<file path="config.mk">
export PLATFORM = sky130hd
export DESIGN_NAME = ctrl_sequencer
export DESIGN_NICKNAME = d
export VERILOG_FILES = /design/src/rtl/ctrl_sequencer.sv
export SDC_FILE = /design/constraint.sdc
export NUM_CORES = 1
export LEC_CHECK = 0
export ABC_AREA = 1
export BUFFER_PORTS_ARGS = -buffer_cell sky130_fd_sc_hd__buf_2
export CAP_MARGIN = 40
export CORE_MARGIN = 2
export CORE_UTILIZATION = 40
export CTS_BUF_LIST = sky130_fd_sc_hd__clkbuf_2 sky130_fd_sc_hd__clkbuf_4 sky130_fd_sc_hd__clkbuf_8
export DETAILED_ROUTE_END_ITERATION = 7
export PLACE_DENSITY = 0.86
export REMOVE_ABC_BUFFERS = 1
export SLEW_MARGIN = 10
export SYNTH_ARGS = -nofsm -noshare
export SYNTH_HDL_FRONTEND = slang
export SYNTH_SLANG_ARGS = --single-unit
</file>
<file path="constraint.sdc">
create_clock -name clock -period 2.35 [get_ports clock]
set_input_delay 0.235 -clock clock [delete_from_list [all_inputs] [get_ports clock]]
set_output_delay 0.235 -clock clock [all_outputs]
set_load 0.005 [all_outputs]
</file>
<file path="src/rtl/ctrl_sequencer.sv">
// Multicycle control sequencer: fetch (PC->MAR->MDR->IR), then ALU3 or MUL/DIV execute.
// Optional macro R0_WRITE_GUARD_EN: ALU3 results targeting R0 are discarded.
module ctrl_sequencer #(
  parameter int unsigned ALU_WAIT  = 0,
  parameter int unsigned REG_COUNT = 16
) (
  input  logic                 clock,
  input  logic                 clear,
  input  logic                 run,
  input  logic                 mem_ready,
  input  logic [31:0]          ir,
  output logic [REG_COUNT-1:0] Rin,
  output logic [REG_COUNT-1:0] Rout,
  output logic                 PCout,
  output logic                 incPC,
  output logic                 MARin,
  output logic                 read,
  output logic                 MDRin,
  output logic                 MDRout,
  output logic                 IRin,
  output logic                 Yin,
  output logic                 Zin,
  output logic                 ZLowOut,
  output logic                 ZHighOut,
  output logic                 LOin,
  output logic                 HIin,
  output logic [4:0]           opcode,
  output logic                 done,
  output logic                 fault,
  output logic [3:0]           state
);

  typedef enum logic [3:0] {
    S_IDLE  = 4'd0,
    S_T0    = 4'd1,
    S_T1    = 4'd2,
    S_T2    = 4'd3,
    S_T3    = 4'd4,
    S_T4    = 4'd5,
    S_T5    = 4'd6,
    S_T6    = 4'd7,
    S_FAULT = 4'd8
  } state_t;

  state_t     cur_state;
  state_t     nxt_state;
  logic [3:0] wait_cnt;

  logic [4:0] op;
  logic [3:0] ra;
  logic [3:0] rb;
  logic [3:0] rc;
  logic       is_alu3;
  logic       is_muldiv;
  logic       wait_last;
  logic       unused_ir;

  assign op        = ir[31:27];
  assign ra        = ir[26:23];
  assign rb        = ir[22:19];
  assign rc        = ir[18:15];
  assign unused_ir = ^ir[14:0];
  assign is_alu3   = (op >= 5'd3) && (op <= 5'd13);
  assign is_muldiv = (op == 5'd14) || (op == 5'd15);
  assign wait_last = ({28'd0, wait_cnt} == ALU_WAIT);
  assign state     = cur_state;

  // Register indices beyond REG_COUNT decode to no select at all.
  function automatic logic [REG_COUNT-1:0] reg_sel(input logic [3:0] idx);
    logic [REG_COUNT-1:0] sel;
    sel = '0;
    for (int unsigned i = 0; i < REG_COUNT; i++) begin
      if ({28'd0, idx} == i) sel[i] = 1'b1;
    end
    return sel;
  endfunction

  always_ff @(posedge clock) begin
    if (clear) begin
      cur_state <= S_IDLE;
      wait_cnt  <= '0;
    end else begin
      cur_state <= nxt_state;
      if (cur_state == S_T4 && !wait_last) wait_cnt <= wait_cnt + 4'd1;
      else                                 wait_cnt <= '0;
    end
  end

  always_comb begin
    nxt_state = cur_state;
    Rin       = '0;
    Rout      = '0;
    PCout     = 1'b0;
    incPC     = 1'b0;
    MARin     = 1'b0;
    read      = 1'b0;
    MDRin     = 1'b0;
    MDRout    = 1'b0;
    IRin      = 1'b0;
    Yin       = 1'b0;
    Zin       = 1'b0;
    ZLowOut   = 1'b0;
    ZHighOut  = 1'b0;
    LOin      = 1'b0;
    HIin      = 1'b0;
    opcode    = '0;
    done      = 1'b0;
    fault     = 1'b0;

    case (cur_state)
      S_IDLE: if (run) nxt_state = S_T0;
      S_T0: begin
        PCout     = 1'b1;
        MARin     = 1'b1;
        incPC     = 1'b1;
        nxt_state = S_T1;
      end
      S_T1: begin
        read  = 1'b1;
        MDRin = 1'b1;
        if (mem_ready) nxt_state = S_T2;
      end
      S_T2: begin
        MDRout    = 1'b1;
        IRin      = 1'b1;
        nxt_state = S_T3;
      end
      S_T3: begin
        if (is_alu3 || is_muldiv) begin
          Rout      = reg_sel(rb);
          Yin       = 1'b1;
          nxt_state = S_T4;
        end else begin
          nxt_state = S_FAULT;
        end
      end
      S_T4: begin
        Rout   = reg_sel(rc);
        opcode = op;
        if (wait_last) begin
          Zin       = 1'b1;
          nxt_state = S_T5;
        end
      end
      S_T5: begin
        ZLowOut = 1'b1;
        if (is_muldiv) begin
          LOin      = 1'b1;
          nxt_state = S_T6;
        end else begin
`ifdef R0_WRITE_GUARD_EN
          if (ra != 4'd0) Rin = reg_sel(ra);
`else
          Rin = reg_sel(ra);
`endif
          done      = 1'b1;
          nxt_state = run ? S_T0 : S_IDLE;
        end
      end
      S_T6: begin
        ZHighOut  = 1'b1;
        HIin      = 1'b1;
        done      = 1'b1;
        nxt_state = run ? S_T0 : S_IDLE;
      end
      S_FAULT: fault = 1'b1;
      default: nxt_state = S_IDLE;
    endcase
  end

endmodule

</file>
==> impl_metrics.tcl, run 1 <==
set metrics [dict create \
    yosys.area.top_type "nor2_1" \
    cts.sinks 8 \
    tightest_slew_ns 0.295 \
    min_period_ns 1.85 \
    path_class "reg -> out" \
    ys_top_cells_by_area "nor2_1 19%, dfxtp_1 17%, inv_1 14%, nand2_1 12%, o22ai_1 9.1%" \
    setup_viol 0 \
    synth-edff-count 0 \
    utilization 0.605 \
    path_clk_slew_ns 0.05 \
    cts_tree "built" \
    status "completed" \
    rows 17 \
    grtUsageTotal 0.195 \
    grt_pass1_vias 1052 \
    die_h_um 53.1 \
    grt_max_degree 9 \
    register_area_um2 160 \
    clock.fmax_ghz 0.540 \
    peakVddDrop_v 0.000349 \
    async_reset_ff_frac 0 \
    cts_hold_buffers 0 \
    p_per_area_nw_per_um2 323 \
    htree_levels 1 \
    postRouteAntennaNets 0 \
    synth_seq_area_share 0.166 \
    yosysWarnings 0 \
    hpwl_um 2440 \
    hp-class "in -> reg" \
    drt_iter0_markers 32 \
    slew_viol_final 0 \
    clock_path_buffers 2 \
    synth_area_um2 965 \
    nNetsFinal 293 \
    areaGrowthSynthToFinish_pct 41.5 \
    viasPerCell 4.85 \
    r2r_cells 7 \
    start_util 0.428 \
    hold_end "state[2]" \
    final_layout_size_suffix_gt1_frac 0.348 \
    cts_root_buf "clkbuf_4" \
    multi_input_area_um2 623 \
    num_antenna_cells 0 \
    setup.worst_path.start_class "register" \
    endpoint_kind "primary output" \
    reg2reg_from "state[2]" \
    rsz0062_at_grt "no" \
    post_cts_buffers 0 \
    hold_viol 0 \
    fin_crit_sh 0.788 \
    die_area_um2 2820 \
    yosys-top-cells-count "49 x nor2_1, 37 x inv_1, 30 x nand2_1" \
    fin_worst_skew_ns 0.00667 \
    worstHoldStart "clear" \
    yosysMostFrequentCell "nor2_1" \
    clock_latency_ns 0.25 \
    vias 1364 \
    critical_path.max_fanout 8 \
    relSlewSlack 0.803 \
    drcViolationCount 0 \
    grt_first_pass_wirelength_um 4140 \
    coreArea_um2 2250 \
    wl_um 2850 \
    synth_top_area_share 0.191 \
    syn_inst 179 \
    fp.dieW_um 53.1 \
    required_ns 2.12 \
    fin_ws_ns 0.498 \
    ios 92 \
    r2r-end "state[1]" \
    syn_avg_cell_area_um2 5.39 \
    fin_setup_tns_ns 0 \
    synth_top_flop_cell "dfxtp_1" \
    first_pass_iters 4 \
    reg2reg_slack_ns 1.06 \
    cp.arrival_ns 1.62 \
    gp_congestion 0.869 \
    fill_cells 232 \
    place_ws_ns 0.760 \
    antenna_found_initial 0 \
    synth.distinct_cells 22 \
    power.leakage_nw 0.845 \
    cts_made_buffers 3 \
    holdWs_ns 0.204 \
    grt-ovfl-total 0 \
    wl_per_cell_um 10.2 \
    port_buffers 76 \
    min_path_cells 2 \
    postSynthRegisterBits 8 \
    post_cts_resize_count 0 \
    drv_cap 0 \
]
==> layout by cell type, fill, tap and decap left out <==
cell type   n
buf_2      76
nor2_1     49
inv_1      37
nand2_1    30
o22ai_1    14
nand3_1    13
dfxtp_1     8
a21oi_1     4
nand3_2     3
clkbuf_4    3
o21ai_0     2
nand4_1     2
ha_1        2
nand2_2     1
nor3_2      1
nor2_2      1
clkinv_2    1
nor2_4      1
nand3b_1    1
xnor2_1     1
or2_4       1
xor2_1      1
a41oi_1     1
==> critical path, stage by stage (launching register included) <==
cell      delay, ns
dfxtp_1        0.41
nand2_2        0.14
nor2_2         0.16
nand3_2        0.11
clkinv_2       0.13
nand2_1        0.11
o22ai_1        0.16
buf_2          0.14
==> report_power, final <==
part | switching (mW) | leakage (nW) | total [mW] | internal [mW]
Sequential | 0.0132 | 0.0648 | 0.158 | 0.145
Clock | 0.0452 | 0.0138 | 0.104 | 0.0583
Combinational | 0.109 | 0.766 | 0.179 | 0.0704
==> layer usage <==
metal / share of wire / vias to the layer above / wire length, µm / GRT usage
met5: 0 / - / 0 / 0
met4: 0.012 / 0 / 35 / 0.0726
met3: 0.081 / 4 / 230 / 0.0141
met2: 0.49 / 54 / 1400 / 0.363
met1: 0.41 / 598 / 1180 / 0.229
li1: - / 708 / - / -
==> cell type report <==
type	count	area share
Clock buffer	3	0.0165
Inverter	38	0.105
Multi-Input combinational cell	128	0.456
Sequential cell	8	0.117
Tap cell	28	0.0257
Timing Repair Buffer	76	0.279
==> how the worst max path moves through the flow <==
stage | start | depth (start not counted) | endpoint
2_1_floorplan | state[2] | 6 | Rout[12]
3_3_place_gp | state[0] | 6 | Rin[15]
3_5_place_dp | state[0] | 6 | Rin[15]
4_1_cts | state[0] | 6 | Rin[15]
5_1_grt | state[0] | 6 | Rin[15]
6_report | state[2] | 7 | Rout[6]
==> through the flow <==
| stage | instance area, µm² | instances | total power, mW |
|---|---|---|---|
| floorplan | 927 | 174 | 0.264 |
| global placement | 1340 | 278 | 0.338 |
| detailed placement | 1340 | 278 | 0.340 |
| CTS | 1370 | 281 | 0.448 |
| global route | 1370 | 281 | 0.482 |
| finish | 1370 | 281 | 0.441 |
==> cell families (layout without fill, tap and decap cells) <==
group | count (synthesis) | after routing | share of synthesized area
and+or+nand+nor | 103 | 103 | 0.471
buffers and inverters | 43 | 117 | 0.188
xor gates and xnor gates | 2 | 2 | 0.0182
adders and majority gates | 2 | 2 | 0.0259
DFF | 8 | 8 | 0.166
AOI/OAI and AO/OA | 21 | 21 | 0.131
==> sequential cells by signal (all words and copies together), names as in the netlist <==
| name | flops |
|---|---|
| wait_cnt | 4 |
| state | 4 |
(Power assumes the default switching activity.)
==> run 2: changes to the inputs <==
ABC_AREA = 0   (was 1)
CORE_ASPECT_RATIO = 2   (was unset)
CORE_UTILIZATION = 33   (was 40)
PLACE_DENSITY = 0.77   (was 0.86)
clock period = 1.7 ns   (was 2.35 ns; I/O delays follow)
==> run 2 against run 1 <==
The flow now finishes with violations (setup timing). Combinational power is 18% higher. Via count decreased by 0.59%. Clock power is 120% higher. Sequential share of layout area fell by 1.1 points. Hold slack worse by 0.040 ns. Power grew 46%. Utilization is 0.42 points lower. First-iteration DRC count decreased by 53%. Die area rose by 17%. Sequential cell count unchanged. Critical endpoint is now Rout[13].
==> impl_metrics.tcl, run 2 <==
set metrics [dict create \
    p_int_uw 449 \
    cts_root_buf "clkbuf_8" \
    switching_power_uw 196 \
    comb_power_share 0.329 \
    nNetsFinal 257 \
    grt_first_pass_wirelength_um 5210 \
    final_common_cell "buf_2" \
    required_ns 1.53 \
    start_util 0.342 \
    slowest_stage "dfxtp_4" \
    gp_congestion 0.944 \
    synth.distinct_cells 42 \
    synthXorXnorAreaFrac 0.0187 \
    fin_crit_sh 1.04 \
    relSlewSlack 0.814 \
    clkPwrFrac 0.353 \
    clock_path_buffers 2 \
    finalPower_uw 645 \
    die_h_um 79.3 \
    wl_per_cell_um 14.2 \
    synth_top_flop_cell "dfxtp_1" \
    drcViolationCount 0 \
    wl_um 3500 \
    status "complete, but fails checks" \
    synth_top_area_share 0.171 \
    cts.sinks 8 \
    grtUsageTotal 0.200 \
    fp.dieW_um 41.6 \
    rows 27 \
    violations "setup timing" \
    synthAdderAreaFrac 0.0268 \
    fin_setup_tns_ns -0.674 \
    path_clk_slew_ns 0.04 \
    viasPerCell 5.51 \
    placed_area_um2 1370 \
    grt-ovfl-total 0 \
    slew_viol_final 0 \
    synth_seq_area_share 0.171 \
    fill_cells 257 \
    vias 1356 \
    drt_iter0_markers 15 \
    ys_top_cells_by_area "dfxtp_1 17%, nor2_1 9.6%, o22ai_1 8.0%, nand2b_1 6.7%, nor3_1 4.3%" \
    die_area_um2 3300 \
    fin_area_um2 1650 \
    areaGrowthSynthToFinish_pct 76.0 \
    syn_inst 130 \
    min_period_ns 1.78 \
    port_buffers 76 \
    hp-class "in -> reg" \
    synth-edff-count 0 \
    critical-path-top-delay-family "simple AND/OR/NAND/NOR gates" \
    drv_cap 0 \
    postRouteAntennaNets 0 \
    power.leakage_nw 0.843 \
    yosys-top-cells-count "24 x nor2_1, 12 x o22ai_1, 10 x nand2b_1" \
    final_layout_size_suffix_gt1_frac 0.594 \
    mostFrequentLayoutCells "76 x buf_2, 22 x nor2_1, 14 x buf_4" \
    ios 92 \
    synth_top_family_by_area "simple AND/OR/NAND/NOR gates" \
    setup.worst_path.start_class "register" \
    cts_tree "built" \
    synth_compound_area_frac 0.187 \
    p_per_area_nw_per_um2 392 \
    path_class "reg -> out" \
    yosys.area.top_type "dfxtp_1" \
    hold_viol 0 \
    yosysMostFrequentCell "nor2_1" \
    hpwl_um 2640 \
    endpoint_kind "primary output" \
    antenna_found_initial 0 \
    first_pass_iters 4 \
    rsz0062_at_grt "yes" \
    num_antenna_cells 0 \
    cp.arrival_ns 1.61 \
    holdWs_ns 0.164 \
    clock_latency_ns 0.23 \
    grt_pass1_vias 1181 \
    synth_area_um2 935 \
    cts_hold_buffers 0 \
    htree_levels 1 \
    critPathMaxStageDelay_ns 0.35 \
    tightest_slew_ns 0.277 \
    swShare 0.304 \
    clock.fmax_ghz 0.563 \
    critical_path.max_fanout 5 \
    fin_worst_skew_ns 0.00394 \
    yosysWarnings 0 \
    setup_viol 16 \
    peakVddDrop_v 0.000444 \
    crit_buf_inv 2 \
    utilization 0.601 \
    seq_power_share 0.318 \
    fin_ws_ns -0.0759 \
    grt_max_degree 8 \
    postSynthRegisterBits 8 \
    path_cells "nand2b_4, nor4_4, buf_6, nand3b_4, o22ai_1, buf_2" \
    yosys.area_share.simple 0.502 \
    coreArea_um2 2740 \
    reg2reg_slack_ns 0.37 \
    syn_avg_cell_area_um2 7.19 \
    cts_made_buffers 3 \
    async_reset_ff_frac 0 \
    synthMuxAreaShare 0 \
]
## run 2: cell count changes after synthesis, moves of 5 or more
cell | previous run | this run
nor3_1 | 0 | 8
nand3_1 | 13 | 3
and2_1 | 0 | 5
nand2b_1 | 0 | 10
nand2_1 | 30 | 6
inv_1 | 37 | 5
nor2_1 | 49 | 24
## run 2: cells by family after synthesis
family                     count (synthesis)
buffers and inverters                     14
adders and majority gates                  2
xor gates and xnor gates                   2
AOI/OAI and AO/OA                         25
DFF                                        8
and+or+nand+nor                           79
## run 2: per-stage QoR
step | std cells | worst slack, ns
finish | 246 | -0.0759
global placement | 238 | 0.0902
global route | 246 | -0.145
detailed placement | 238 | 0.0751
CTS | 246 | -0.0688
floorplan | 121 | 0.0551
## run 2: layout make-up
| type | instances | area (µm²) | share of cell area |
|---|---|---|---|
| multi-input combinational | 108 | 852 | 0.518 |
| tap | 29 | 36.3 | 0.0221 |
| sequential | 8 | 175 | 0.106 |
| timing repair buffer | 93 | 519 | 0.316 |
| inverter | 5 | 21.3 | 0.0129 |
| clock buffer | 3 | 41.3 | 0.0251 |
## run 2: path summary, 6_finish.rpt
path / startpoint / to / cells after the start
max: state[3] / Rout[13] / 6
min: clear / state[3] / 2
max reg2reg: state[3] / state[0] / 6
min reg2reg: wait_cnt[0] / wait_cnt[0] / 1
## run 2: metal layers
metal / part of all wire / global-route usage / vias to the layer above
li1: - / - / 657
met1: 0.31 / 0.182 / 637
met2: 0.62 / 0.405 / 56
met3: 0.052 / 0.0205 / 6
met4: 0.021 / 0.106 / 0
met5: 0 / 0 / -
## run 2: repair_timing
| item | CTS | global route |
|---|---|---|
| pin swaps | 5 | 9 |
| setup buffers | 5 | 0 |
| setup endpoints to repair | 20 | 32 |
| gates resized for setup | 25 | 12 |
## run 2: power groups by stage
stage | combinational (mW) | sequential, mW | clock [mW]
4_1_cts | 0.204 | 0.205 | 0.233
2_1_floorplan | 0.0751 | 0.213 | 0
5_1_grt | 0.230 | 0.207 | 0.242
6_report | 0.212 | 0.205 | 0.227
3_3_place_gp | 0.174 | 0.206 | 0
3_5_place_dp | 0.176 | 0.206 | 0
